===== src/rtl/modinv.sv =====
// Modular inverse a^-1 mod P, P = 2^24-3, using the binary extended Euclidean algorithm.
// Start/done handshake: start is a request sampled only in IDLE; done pulses for one cycle with result/err valid; no backpressure.
module modinv (
  input  logic        clk,
  input  logic        reset,
  input  logic        start,
  input  logic [23:0] a,
  output logic [23:0] result,
  output logic        busy,
  output logic        done,
  output logic        err,
  output logic [1:0]  state_dbg
);

  localparam logic [23:0] P = 24'hFFFFFD;

  typedef enum logic [1:0] {IDLE = 2'd0, LOAD = 2'd1, RUN = 2'd2, DONE = 2'd3} state_t;

  state_t      state;
  logic [23:0] a_q;
  logic [23:0] u;
  logic [23:0] v;
  logic [23:0] x1;
  logic [23:0] x2;
  logic [23:0] ar;

  assign ar        = (a_q >= P) ? a_q - P : a_q;
  assign state_dbg = state;

  // Halving mod P: odd values get P added (25-bit) so the shift stays exact.
  function automatic logic [23:0] half_mod(input logic [23:0] x);
    logic [24:0] s;
    s = {1'b0, x} + {1'b0, P};
    if (x[0]) return s[24:1];
    else      return {1'b0, x[23:1]};
  endfunction

  function automatic logic [23:0] sub_mod(input logic [23:0] x, input logic [23:0] y);
    logic [24:0] d;
    d = {1'b0, x} - {1'b0, y};
    if (d[24]) return d[23:0] + P;
    else       return d[23:0];
  endfunction

  always_ff @(posedge clk or negedge reset) begin
    if (!reset) begin
      state  <= IDLE;
      a_q    <= '0;
      u      <= '0;
      v      <= '0;
      x1     <= '0;
      x2     <= '0;
      result <= '0;
      err    <= 1'b0;
      done   <= 1'b0;
      busy   <= 1'b0;
    end else begin
      done <= 1'b0;
      case (state)
        IDLE: begin
          if (start) begin
            a_q   <= a;
            busy  <= 1'b1;
            state <= LOAD;
          end
        end
        LOAD: begin
          if (ar == 24'd0) begin
            result <= '0;
            err    <= 1'b1;
            busy   <= 1'b0;
            state  <= DONE;
          end else if (ar == 24'd1) begin
            result <= 24'd1;
            err    <= 1'b0;
            busy   <= 1'b0;
            state  <= DONE;
          end else begin
            u     <= ar;
            v     <= P;
            x1    <= 24'd1;
            x2    <= 24'd0;
            state <= RUN;
          end
        end
        RUN: begin
          // Invariants: x1*ar == u and x2*ar == v (mod P).
          if (u == 24'd1) begin
            result <= x1;
            err    <= 1'b0;
            busy   <= 1'b0;
            state  <= DONE;
          end else if (v == 24'd1) begin
            result <= x2;
            err    <= 1'b0;
            busy   <= 1'b0;
            state  <= DONE;
          end else if (!u[0]) begin
            u  <= {1'b0, u[23:1]};
            x1 <= half_mod(x1);
          end else if (!v[0]) begin
            v  <= {1'b0, v[23:1]};
            x2 <= half_mod(x2);
          end else if (u >= v) begin
            u  <= u - v;
            x1 <= sub_mod(x1, x2);
          end else begin
            v  <= v - u;
            x2 <= sub_mod(x2, x1);
          end
        end
        DONE: begin
          done  <= 1'b1;
          state <= IDLE;
        end
        default: state <= IDLE;
      endcase
    end
  end

endmodule


===== config.mk =====
export PLATFORM = sky130hd
export DESIGN_NAME = modinv
export DESIGN_NICKNAME = d
export VERILOG_FILES = /design/src/rtl/modinv.sv
export SDC_FILE = /design/constraint.sdc
export NUM_CORES = 1
export LEC_CHECK = 0
export CAP_MARGIN = 15
export CORE_ASPECT_RATIO = 0.8
export CORE_MARGIN = 3
export CORE_UTILIZATION = 38
export CTS_CLUSTER_SIZE = 30
export DETAILED_ROUTE_END_ITERATION = 8
export PLACE_DENSITY = 0.65
export SKIP_LAST_GASP = 1
export SLEW_MARGIN = 5
export SYNTH_ARGS = -nofsm -noshare
export SYNTH_HDL_FRONTEND = slang
export SYNTH_SLANG_ARGS = --single-unit

===== constraint.sdc =====
create_clock -name clk -period 6.32 [get_ports clk]
set_clock_uncertainty 0.1 [all_clocks]
set_input_delay 1.58 -clock clk [delete_from_list [all_inputs] [get_ports clk]]
set_output_delay 1.58 -clock clk [all_outputs]
set_load 0.01 [all_outputs]

==> run summary <==
In the global route stage, overall resource usage came out at 0.265. The number of pins exceeding their max-slew limit in the final report is 0. The final-report setup violation count is 0. The fraction of synthesis flops using an asynchronous set or reset pin is 1.00. For this run, design rule violations remaining after detail routing come to 0.

In this run the worst path has a maximum fanout of 17. The total grt overflow is 0. The worst setup path is captured at a flop. The primary flip-flop cell chosen by synthesis mapping is dfrtp_1. The global routing usage on met2 came out at 0.355. The count of nets after finishing is 1,918.

The deepest level of the CTS H-tree came out at 4. The data arrival time of the worst path is 5.16 ns. Setup repair after global routing left no endpoint under its margin. The final routed wire length divided by cell count is ~24 um. The proportion of layout cells with a drive suffix above 1 came out at 0.0731. The first global-routing pass estimated 83,400 um of wire. Measured against its own limit, the worst slew margin works out to 0.263.

The total number of clock tree sinks is 149. The number of antenna diodes is 0. After detailed routing, the total wire length is 54,300 um.

Entering global routing, the biggest net connects 95 pins. The worst setup path is launched from a flop. The die is 181 um tall. For this configuration, the core starts out at a cell density of 0.389.

The class of the tightest hold or removal check is reg -> reg. The final antenna-violating net count came out at 0. Counting flops and latches in the post-synthesis netlist gives ~150. TritonCTS built the clock tree. The worst setup path is of the reg -> reg kind. The final weighted congestion in routability-driven placement is approximately 1. The synthesized netlist cell count came out at between 1,500 and 2,000. The clock transition at the register clock pins on the worst setup and hold paths after CTS came out at ~0.070 ns. Counting cells, the worst reg-to-reg path comes to 14.

The post-cts gate resize count is 0. The number of antenna violations at the first check in global routing came out at 1. The area of the mapped netlist came out at between 10,000 and 15,000 sq um. The fraction of the core area covered by cells at the end of the flow came out at 0.428. The summed negative setup slack over all endpoints came out at 0 ns.

Counting the buffers created by CTS gives 17. The post-route fraction of the period consumed by the critical path is 0.775. The pin slew with the least headroom to its limit came out at 1.10 ns. The clock passes through at most 2 buffers. The required time at the worst-slack endpoint came out at around 6.6 ns. The via count came out at about 14,000. The placed wire-length estimate after detailed placement came out at ~42,000 um.

The via count of the first global-routing pass came out at 13,290. The distinct cell type count after synthesis came out at 100. The cell sitting at the root of the clock tree is a clkbuf_16.

The top achievable clock speed is roughly 200 MHz. The area growth from synthesis to layout is 10.1%. The width of the chip is approximately 220 um. The global routing met1 resource utilization came out at 0.415. The commonest non-fill, non-tap cell in the layout is a21oi_1. In the layout the commonest cells are 193 x a21oi_1, 149 x dfrtp_1, 145 x nand2_1.

The die area came out at approximately 41,000 sq um. In this run the standard cell core region covers 37,400 sq um. The met3 demand-to-capacity share in global routing is 0.0750.

Row generation in the floorplan step produced between 60 and 70 rows. The number of detailed-routing iterations run before antenna repair is 6. The sequential-to-total area share from yosys stat is 0.257.

Post-CTS timing repair inserted 0 buffers for setup. The number of port buffers came out at 55. The global routing stage identified its most utilized layer as met1. The hold path depth is 2. The number of buffers inserted by hold repair at cts is 0. The synthesized net count is ~1,900. The average instance area after synthesis is 8.16 sq um.

The count of max-cap constraint violations came out at 0. The number of endpoints with negative hold slack in the final report came out at 0. During I/O placement, the number of pins put on the boundary was 56. The flow ran to the end, and the final reports show no timing, DRC or antenna violations. The minimum clock period after layout is 4.90 ns.

The detail-routed via count per cell is 6.24. After the first detailed-routing iteration, the DRC count stood at 2,095. For this run, the number of Yosys warnings is 0. The number of enable-type register cells in the synthesized netlist is 0.

The insertion delay to the later sink of the worst-skew pair is 0.46 ns.
-- worst paths after layout --
kind / startpoint / end / slack [ns]
setup / recovery: v[0] / x2[19] / 1.42
hold / removal: result[3] / result[3] / 0.38
min in group asynchronous: reset / result[10] / 1.09
setup reg to reg: v[0] / x2[19] / 1.42
hold reg to reg: result[3] / result[3] / 0.38
max in group asynchronous: reset / x1[3] / 3.92
-- synth_stat cells (11+ instances only) --
| master | instances | area [sq um] |
|---|---|---|
| a211oi_1 | 30 | 225 |
| a21o_1 | 42 | 315 |
| a21oi_1 | 193 | 966 |
| a221oi_1 | 24 | 210 |
| and2_1 | 17 | 106 |
| buf_2 | 22 | 110 |
| clkbuf_1 | 58 | 218 |
| dfrtp_1 | 149 | 3730 |
| ha_1 | 108 | 1350 |
| inv_1 | 128 | 480 |
| mux2_2 | 25 | 282 |
| mux2i_1 | 33 | 330 |
| nand2_1 | 145 | 544 |
| nand2b_1 | 14 | 87.6 |
| nand3_1 | 30 | 150 |
| nand4_1 | 29 | 181 |
| nor2_1 | 96 | 360 |
| nor3_1 | 38 | 190 |
| nor4_1 | 29 | 181 |
| o211ai_1 | 16 | 120 |
| o21a_1 | 15 | 113 |
| o21ai_0 | 123 | 616 |
| o21bai_1 | 15 | 113 |
| o22ai_1 | 14 | 87.6 |
| o31ai_1 | 29 | 218 |
| or3_1 | 11 | 68.8 |
| xnor2_1 | 117 | 1020 |
| xor2_1 | 30 | 263 |
-- per-stage QoR --
stage	hold slack [ns]	worst slack, ns	area (sq um)	cells
floorplan	0.396	2.56	14500	1782
finish	0.376	1.42	16000	2279
global placement	0.359	1.74	15400	2247
global route	0.410	1.22	16000	2279
CTS	0.380	1.63	16000	2279
detailed placement	0.366	1.63	15400	2247
-- registers in the layout (all words and copies together) (netlist names) --
signal and flops:
x2 24, state_dbg 2, err 1, u 24, v 24, x1 24, busy 1, done 1
result 24, a_q 24
-- logic make-up after synthesis --
logic type      share of synthesized area
compound gates                      0.273
simple gates                        0.171
buf+inv                            0.0677
flops                               0.257
xor+xnor                           0.0897
fa+ha+maj                          0.0985
mux                                0.0431
-- cell type report --
| cell class | count | area [sq um] |
|---|---|---|
| Fill cell | 3728 | 21400 |
| Multi-Input combinational cell | 1407 | 9850 |
| Sequential cell | 149 | 3730 |
| Timing Repair Buffer | 75 | 702 |
| Tap cell | 487 | 609 |
| Inverter | 129 | 484 |
| Clock buffer | 19 | 453 |
| Clock inverter | 13 | 173 |
-- critical path: stages, from the launching register on --
cell	delay [ns]
dfrtp_1	0.34
buf_4	0.25
ha_1	0.22
inv_1	0.06
fa_1	0.40
a21o_1	0.18
a21oi_1	0.37
o221a_2	0.28
o211ai_1	0.10
o211ai_2	0.57
o21a_1	0.21
nand2_1	0.65
nor2_1	0.71
a21oi_1	0.14
o221ai_1	0.20
-- layer usage --
metal,part of all wire,vias up
li1,-,6451
met1,0.47,6897
met2,0.39,826
met3,0.13,51
met4,0.016,0
met5,0,-
Power is left out: the tool's default activity adds up to more than one toggle a clock period on the data nets, which glitch-free logic cannot reach.
